--- config.mk ---
export PLATFORM = sky130hd
export DESIGN_NAME = mips_multicycle_core
export DESIGN_NICKNAME = d
export VERILOG_FILES = /design/src/rtl/mips_multicycle_core.sv
export SDC_FILE = /design/constraint.sdc
export NUM_CORES = 2
export LEC_CHECK = 0
export CORE_MARGIN = 5
export CORE_UTILIZATION = 41
export CTS_CLUSTER_SIZE = 16
export DETAILED_ROUTE_END_ITERATION = 8
export SLEW_MARGIN = 25
export SYNTH_ARGS = -nofsm -noshare
export SYNTH_HDL_FRONTEND = slang
export SYNTH_SLANG_ARGS = --single-unit
--- constraint.sdc ---
create_clock -name clk -period 133.7 [get_ports clk]
set_input_delay 26.74 -clock clk [delete_from_list [all_inputs] [get_ports clk]]
set_output_delay 26.74 -clock clk [all_outputs]
set_load 0.01 [all_outputs]
--- src/rtl/mips_multicycle_core.sv ---
// Multicycle MIPS core (add/sub/and/or/slt/lw/sw/beq/j/addi) with a single
// req/ready memory port, configurable unknown-opcode handling and a retire pulse.
module mips_multicycle_core #(
   parameter logic [31:0] RESET_PC      = 32'h0000_0000,
   parameter bit          STRICT_DECODE = 1'b1
) (
   input  logic        clk,
   input  logic        reset,
   output logic        mem_req,
   output logic        mem_we,
   output logic [31:0] mem_addr,
   output logic [31:0] mem_wdata,
   input  logic [31:0] mem_rdata,
   input  logic        mem_ready,
   output logic        instr_retired,
   output logic        halted,
   output logic [31:0] t0,
   output logic [31:0] t1,
   output logic [31:0] t2,
   output logic [31:0] t3,
   output logic [3:0]  state_dbg
);

   typedef enum logic [3:0] {
      S_FETCH    = 4'd0,
      S_DECODE   = 4'd1,
      S_EXEC     = 4'd2,
      S_ALUWB    = 4'd3,
      S_MEMADR   = 4'd4,
      S_MEMREAD  = 4'd5,
      S_MEMWB    = 4'd6,
      S_MEMWRITE = 4'd7,
      S_BRANCH   = 4'd8,
      S_JUMP     = 4'd9,
      S_ADDIEXEC = 4'd10,
      S_ADDIWB   = 4'd11,
      S_HALT     = 4'd12
   } state_t;

   state_t      state_r, state_s;
   logic [31:0] pc_r, ir_r, a_r, b_r, aluout_r, mdr_r;
   logic [31:0] rf_r [0:31];

   logic [5:0]  opcode_s, funct_s;
   logic [4:0]  rs_s, rt_s, rd_s;
   logic [31:0] sext_imm_s, rs_val_s, rt_val_s, alu_s, rf_wdata_s;
   logic        funct_ok_s, mem_done_s, rf_we_s;
   logic [4:0]  rf_waddr_s;

   assign opcode_s   = ir_r[31:26];
   assign rs_s       = ir_r[25:21];
   assign rt_s       = ir_r[20:16];
   assign rd_s       = ir_r[15:11];
   assign funct_s    = ir_r[5:0];
   assign sext_imm_s = {{16{ir_r[15]}}, ir_r[15:0]};
   assign rs_val_s   = (rs_s == 5'd0) ? 32'h0000_0000 : rf_r[rs_s];
   assign rt_val_s   = (rt_s == 5'd0) ? 32'h0000_0000 : rf_r[rt_s];

   // Port signals decode straight from the state register; reset kills the request at once.
   assign mem_req    = ~reset & ((state_r == S_FETCH) | (state_r == S_MEMREAD) | (state_r == S_MEMWRITE));
   assign mem_we     = (state_r == S_MEMWRITE);
   assign mem_addr   = {((state_r == S_FETCH) ? pc_r[31:2] : aluout_r[31:2]), 2'b00};
   assign mem_wdata  = b_r;
   assign mem_done_s = mem_req & mem_ready;
   assign halted     = (state_r == S_HALT);
   assign state_dbg  = state_r;
   assign t0         = rf_r[8];
   assign t1         = rf_r[9];
   assign t2         = rf_r[10];
   assign t3         = rf_r[11];

   // R-type ALU; flags funct codes outside the supported set.
   always_comb begin
      alu_s      = 32'h0000_0000;
      funct_ok_s = 1'b1;
      case (funct_s)
         6'h20:   alu_s = a_r + b_r;
         6'h22:   alu_s = a_r - b_r;
         6'h24:   alu_s = a_r & b_r;
         6'h25:   alu_s = a_r | b_r;
         6'h2A:   alu_s = {31'h0000_0000, ($signed(a_r) < $signed(b_r))};
         default: funct_ok_s = 1'b0;
      endcase
   end

   // Next-state, retire pulse and register-file write control.
   always_comb begin
      state_s       = state_r;
      instr_retired = 1'b0;
      rf_we_s       = 1'b0;
      rf_waddr_s    = rt_s;
      rf_wdata_s    = aluout_r;
      case (state_r)
         S_FETCH: begin
            if (mem_done_s) state_s = S_DECODE;
            else            state_s = S_FETCH;
         end
         S_DECODE: begin
            case (opcode_s)
               6'h00:        state_s = S_EXEC;
               6'h23, 6'h2B: state_s = S_MEMADR;
               6'h04:        state_s = S_BRANCH;
               6'h02:        state_s = S_JUMP;
               6'h08:        state_s = S_ADDIEXEC;
               default: begin
                  if (STRICT_DECODE == 1'b1) begin
                     state_s = S_HALT;
                  end else begin
                     state_s       = S_FETCH;
                     instr_retired = 1'b1;
                  end
               end
            endcase
         end
         S_EXEC: begin
            if (funct_ok_s) begin
               state_s = S_ALUWB;
            end else if (STRICT_DECODE == 1'b1) begin
               state_s = S_HALT;
            end else begin
               state_s       = S_FETCH;
               instr_retired = 1'b1;
            end
         end
         S_ALUWB: begin
            rf_we_s       = 1'b1;
            rf_waddr_s    = rd_s;
            instr_retired = 1'b1;
            state_s       = S_FETCH;
         end
         S_MEMADR: begin
            if (opcode_s == 6'h23) state_s = S_MEMREAD;
            else                   state_s = S_MEMWRITE;
         end
         S_MEMREAD: begin
            if (mem_done_s) state_s = S_MEMWB;
            else            state_s = S_MEMREAD;
         end
         S_MEMWB: begin
            rf_we_s       = 1'b1;
            rf_wdata_s    = mdr_r;
            instr_retired = 1'b1;
            state_s       = S_FETCH;
         end
         S_MEMWRITE: begin
            if (mem_done_s) begin
               instr_retired = 1'b1;
               state_s       = S_FETCH;
            end else begin
               state_s = S_MEMWRITE;
            end
         end
         S_BRANCH, S_JUMP: begin
            instr_retired = 1'b1;
            state_s       = S_FETCH;
         end
         S_ADDIEXEC: state_s = S_ADDIWB;
         S_ADDIWB: begin
            rf_we_s       = 1'b1;
            instr_retired = 1'b1;
            state_s       = S_FETCH;
         end
         S_HALT:  state_s = S_HALT;
         default: state_s = S_HALT;
      endcase
   end

   // State register and multicycle datapath registers.
   always_ff @(posedge clk or posedge reset) begin
      if (reset) begin
         state_r  <= S_FETCH;
         pc_r     <= RESET_PC;
         ir_r     <= 32'h0000_0000;
         a_r      <= 32'h0000_0000;
         b_r      <= 32'h0000_0000;
         aluout_r <= 32'h0000_0000;
         mdr_r    <= 32'h0000_0000;
      end else begin
         state_r <= state_s;
         case (state_r)
            S_FETCH: begin
               if (mem_done_s) begin
                  ir_r <= mem_rdata;
                  pc_r <= pc_r + 32'd4;
               end
            end
            S_DECODE: begin
               a_r      <= rs_val_s;
               b_r      <= rt_val_s;
               aluout_r <= pc_r + {sext_imm_s[29:0], 2'b00};
            end
            S_EXEC:               aluout_r <= alu_s;
            S_MEMADR, S_ADDIEXEC: aluout_r <= a_r + sext_imm_s;
            S_MEMREAD: begin
               if (mem_done_s) mdr_r <= mem_rdata;
            end
            S_BRANCH: begin
               if (a_r == b_r) pc_r <= aluout_r;
            end
            S_JUMP:  pc_r <= {pc_r[31:28], ir_r[25:0], 2'b00};
            default: ;
         endcase
      end
   end

   // General-purpose register file; r0 is never written.
   always_ff @(posedge clk or posedge reset) begin
      if (reset) begin
         for (int i = 0; i < 32; i++) rf_r[i] <= 32'h0000_0000;
      end else if (rf_we_s && (rf_waddr_s != 5'd0)) begin
         rf_r[rf_waddr_s] <= rf_wdata_s;
      end
   end

endmodule
* Word-level counts from Yosys, hierarchy flattened
Index checks and enable logic that the tools add are counted.
** Word-level totals
- Register bits after elaboration :: 1220
** Operators by class
- Multiplexer cells :: 30
- Magnitude comparators :: 5
- Equal/unequal tests :: 25
- Add/sub/neg operators :: 5
- Bitwise logic cells :: 11
- Reduce and logical (&&, ||, !) cells :: 19
** Operators by type and width (count)
- $bwmux 1024 :: 1
- $bmux 32 s5 :: 2
- $mux 32 :: 10
- $pmux 32 s3 :: 2
- $demux 32 s5 :: 1
- $pmux 32 s5 :: 1
- $add 32x32->32 :: 3
- $eq 6x6->1 const B :: 7
- $add 32x3->32 const B :: 1
- $and 32x32->32 :: 1
- $eq 32x32->1 :: 1
- $lt 32x32->1 :: 1
- $or 32x32->32 :: 1
- $pmux 4 s8 :: 1
- $sub 32x32->32 :: 1
- $mux 30 :: 1
- $eq 4x4->1 const B :: 5
- $pmux 4 s5 :: 1
- $ge 6x6->1 const B :: 3
- $not 5->6 :: 3
- $eq 4x3->1 const B :: 4
- $logic_not 5->1 :: 2
- $reduce_or 5->1 :: 2
- $eq 4x2->1 const B :: 2
- other kinds (26) :: 38

* Logic depth before layout (Yosys ltp)
- Depth after elaboration :: 8
- Gate-level depth with buffers :: 14
- Depth with buffers taken out :: 14

* Worst setup path before layout
No wires, ideal clock.
- Path type :: input to output
- Start point :: input reset
- End point :: output instr_retired
- Data required time :: 106960 ps
- Stages :: 5
- Path buffers :: 0
- Arrival :: 53791 ps
- Slack :: 53169 ps
- Cells stage by stage :: inv_1 -> nand2_1 -> a21oi_1 -> a21oi_1 -> nor2_1
** On the way
- Word-level cells in the longest chain between the ends :: 5
** Ends and longest elaborated chain
- start, declared :: line 8 : input logic reset,
- $not 1->1 :: line 60 : assign mem_req = ~reset & ((state_r == S_FETCH) | (state_r == S_MEMREAD) | (state_r == S_MEMWRITE));
- $and 1x1->1 :: line 60
- $and 1x1->1 :: line 64 : assign mem_done_s = mem_req & mem_ready;
- $mux 1 :: line 146 : if (mem_done_s) begin
- $pmux 1 s2 :: line 93 : case (state_r)
- end, declared :: line 15 : output logic instr_retired,
No other way between the ends.

* Final worst setup path
Same ends and word-level chain as after synthesis.

==> metrics.txt <==
run status=finished clean; Die W=421.7 um; top-count cell post-synth=dfrtp_1; Reg-to-Reg End=a_r[30]; ANT nets after route=0; Seq pwr share=32.6%; GRT Residual Overflow=0; Rel. slew slack=24.69%; Clock Skews=0.03059 ns; Post-synth EDFFs=0; setup TNS=0 ns; max_cap viols=0; DRC=0; Total GRT Usage=26.82%; PwrDens=23.02 nW/um^2; fmax=17.95 MHz; largest net degree at the start of global routing=179; PnR worst setup slack=77.99 ns; Final Hold Viols=0; Tightest Pin Transition=1.127 ns; initial antenna violation count=5; Leak=32.42 nW; Initial Util=41.14%; Initial DRC Count=6158; DRT Wirelength=242500 um; critical path class=primary input to output port; die area=177800 um^2; htree depth=4; share of post-route cells with drive strength above 1=17.76%; Seq/Total Area, Yosys=43.94%; Gate Count Post-Synth=6547; setup repair bufs after CTS=0; Combinational Power Share=46.4%; Vias=53.27k; first-pass GRT wire length=358700 um; I/O pins=235; Synth Flop Type=dfrtp_1; FF-to-FF path depth=8; post-cts resize count=0; Min-Delay Path Class=register to register; detailed-route wire length per cell=28.04 um; core area=168900 um^2; Clk pwr share=21.0%; CP max FO=94; Vias/cell=6.160; Yosys reg bits=1220; Yosys top cell area share=43.94%; Worst Path Required=106.96 ns; pre-CTS setup slack=77.91 ns; cell row count=151; compound-gate portion of the synthesized area=14.87%; clock sinks=1220; Worst Setup Start Kind=primary input; IO buf count=232; hold_sp=rf_r[1001]; largest family of logic cells by synthesized area=multiplexers; synth top area cells=dfrtp_1 (44%), mux4_2 (18%), a21oi_1 (6.5%), nor2_1 (4.8%), o21ai_0 (3.2%); Synth-to-Final Area Change=12.02%; hold slack=0.3947 ns; syn avg cell area=10.61 um^2; area leader, netlist=dfrtp_1; Final period util=41.67%; worst endpoint data arrival time=28.97 ns; Synth Warn #=0; Distinct cells, synth=90; Root Driver=clkbuf_16; clock buffer depth=3; Hold EP=rf_r[1001]; Synth Area in Adders=2.957%; XOR/XNOR Fraction of Synth Area=0.9454%; Pins Over Slew Limit=0; drt first pass iters=7; gpl congestion=0.9483; Final setup viols=0; Hold Crit Depth=0; Post-synth top cells=dfrtp_1 (1220), a21oi_1 (898), nor2_1 (880); hpwl dp=158300 um; Reg clk slew, reported paths=0.06 ns; Num CTS Buffers=132; Final nets=6529; CTS Hold Bufs=0; Async S/R FF share, synth=100.0%; Internal Dissipation=1.033 mW; RSZ-0062 raised after global routing=false; sw frac=42.35%; Post-Synth Simple-Gate Area=9.350%; Fill cells=15.48k; CTS tree=done; minimum clock period=55.71 ns; Synth Cell Area=69480 um^2; R2R setup slack=127.96 ns; die height=421.7 um; r2r startpoint=ir_r[21]; clock latency at the later pin of the worst-skew pair=0.79 ns; mux contribution to synthesized area=22.45%; Pwr Total=1.791 mW; kind of end point of the critical path=output port; switching pwr=758.7 uW; VDD IR max=0.01452 mV; number of global-route vias before repair=52.19k
flip-flops by register name, indices dropped and copies added (netlist names):
signal,count
rf_r,896
a_r,32
aluout_r,32
ir_r,32
mdr_r,32
mem_wdata,32
pc_r,32
t0,32
t1,32
t2,32
t3,32
state_dbg,4
layer usage:
layer  track usage, %  vias up  share of wire [%]
li1                 -    23314                  -
met1            37.01    27214                 41
met2            42.27     2287                 47
met3            4.646      455                7.5
met4            10.98        4                4.5
met5                0        -             0.0082
kinds of logic (layout without fill, tap and decap cells):
kind of cell               after synthesis  after routing
DFF                                   1220           1220
AOI/OAI and AO/OA                     1820           1820
xor gates and xnor gates                75             75
and+or+nand+nor                       1569           1569
other                                    1              3
adders and majority gates              162            162
muxes                                  850            850
buffers and inverters                  850            732
metrics by stage:
stage / cells / utilization, % / instance area, um^2
2_1_floorplan: 6548 / - / 69480
3_3_place_gp: 8397 / 43.18 / 72930
3_5_place_dp: 8408 / 43.34 / 73210
4_1_cts: 8639 / 45.94 / 77590
5_1_grt: 8648 / 46.08 / 77820
6_report: 8649 / 46.08 / 77830
critical path, stage by stage:
cell and delay [ns]:
clkdlybuf4s50_1 0.53, inv_8 0.51, nand2_1 0.17, a21oi_1 0.19, a21oi_1 0.09, nor2_1 0.17, clkdlybuf4s50_1 0.56
power by group through the flow:
| stage | clock [mW] | combinational [mW] | sequential [mW] |
|---|---|---|---|
| after global routing | 0.395 | 0.884 | 0.596 |
| after global placement | 0 | 0.804 | 0.581 |
| final | 0.376 | 0.832 | 0.584 |
| after CTS | 0.381 | 0.820 | 0.581 |
| after floorplan | 0 | 0.572 | 0.526 |
| after detailed placement | 0 | 0.818 | 0.587 |
worst max path at each step:
stage	from	endpoint	slack, ns	depth (start not counted)
6_report	reset	instr_retired	77.99	7
4_1_cts	reset	instr_retired	77.91	7
5_1_grt	reset	instr_retired	77.75	7
3_3_place_gp	reset	instr_retired	77.82	7
3_5_place_dp	reset	instr_retired	77.91	7
2_1_floorplan	reset	instr_retired	53.17	5
final cells by class:
| cell class | instances | area [um^2] | share of cell area [%] |
|---|---|---|---|
| Multi-Input combinational cell | 4478 | 35760 | 45.95 |
| Timing Repair Buffer | 377 | 3867 | 4.969 |
| Antenna cell | 1 | 2.502 | 0.003215 |
| Tap cell | 2218 | 2775 | 3.566 |
| Clock buffer | 188 | 3861 | 4.961 |
| Inverter | 124 | 473.0 | 0.6077 |
| Clock inverter | 43 | 520.5 | 0.6688 |
| Sequential cell | 1220 | 30570 | 39.27 |
cell usage in the layout (no fill, tap or decap), drive strengths merged, types with 18 or more instances in the layout:
cell type	Yosys	layout
o22ai	85	85
mux4	554	554
a31oi	28	28
nand3	38	38
clkdlybuf4s50	0	232
dfrtp	1220	1220
inv	123	131
a21oi	899	899
o221ai	30	30
nand2b	25	25
mux2	129	129
o31ai	25	25
nor2	890	890
a21o	37	37
ha	157	157
o21bai	23	23
clkinv	1	25
nor4	22	22
mux2i	167	167
buf	266	145
nor3	46	46
a221oi	47	47
and3	18	18
a211oi	31	31
nand2	444	444
o211ai	24	24
clkbuf	460	188
o21ai	480	480
xnor2	58	58
Power figures use the tool's default switching activity.
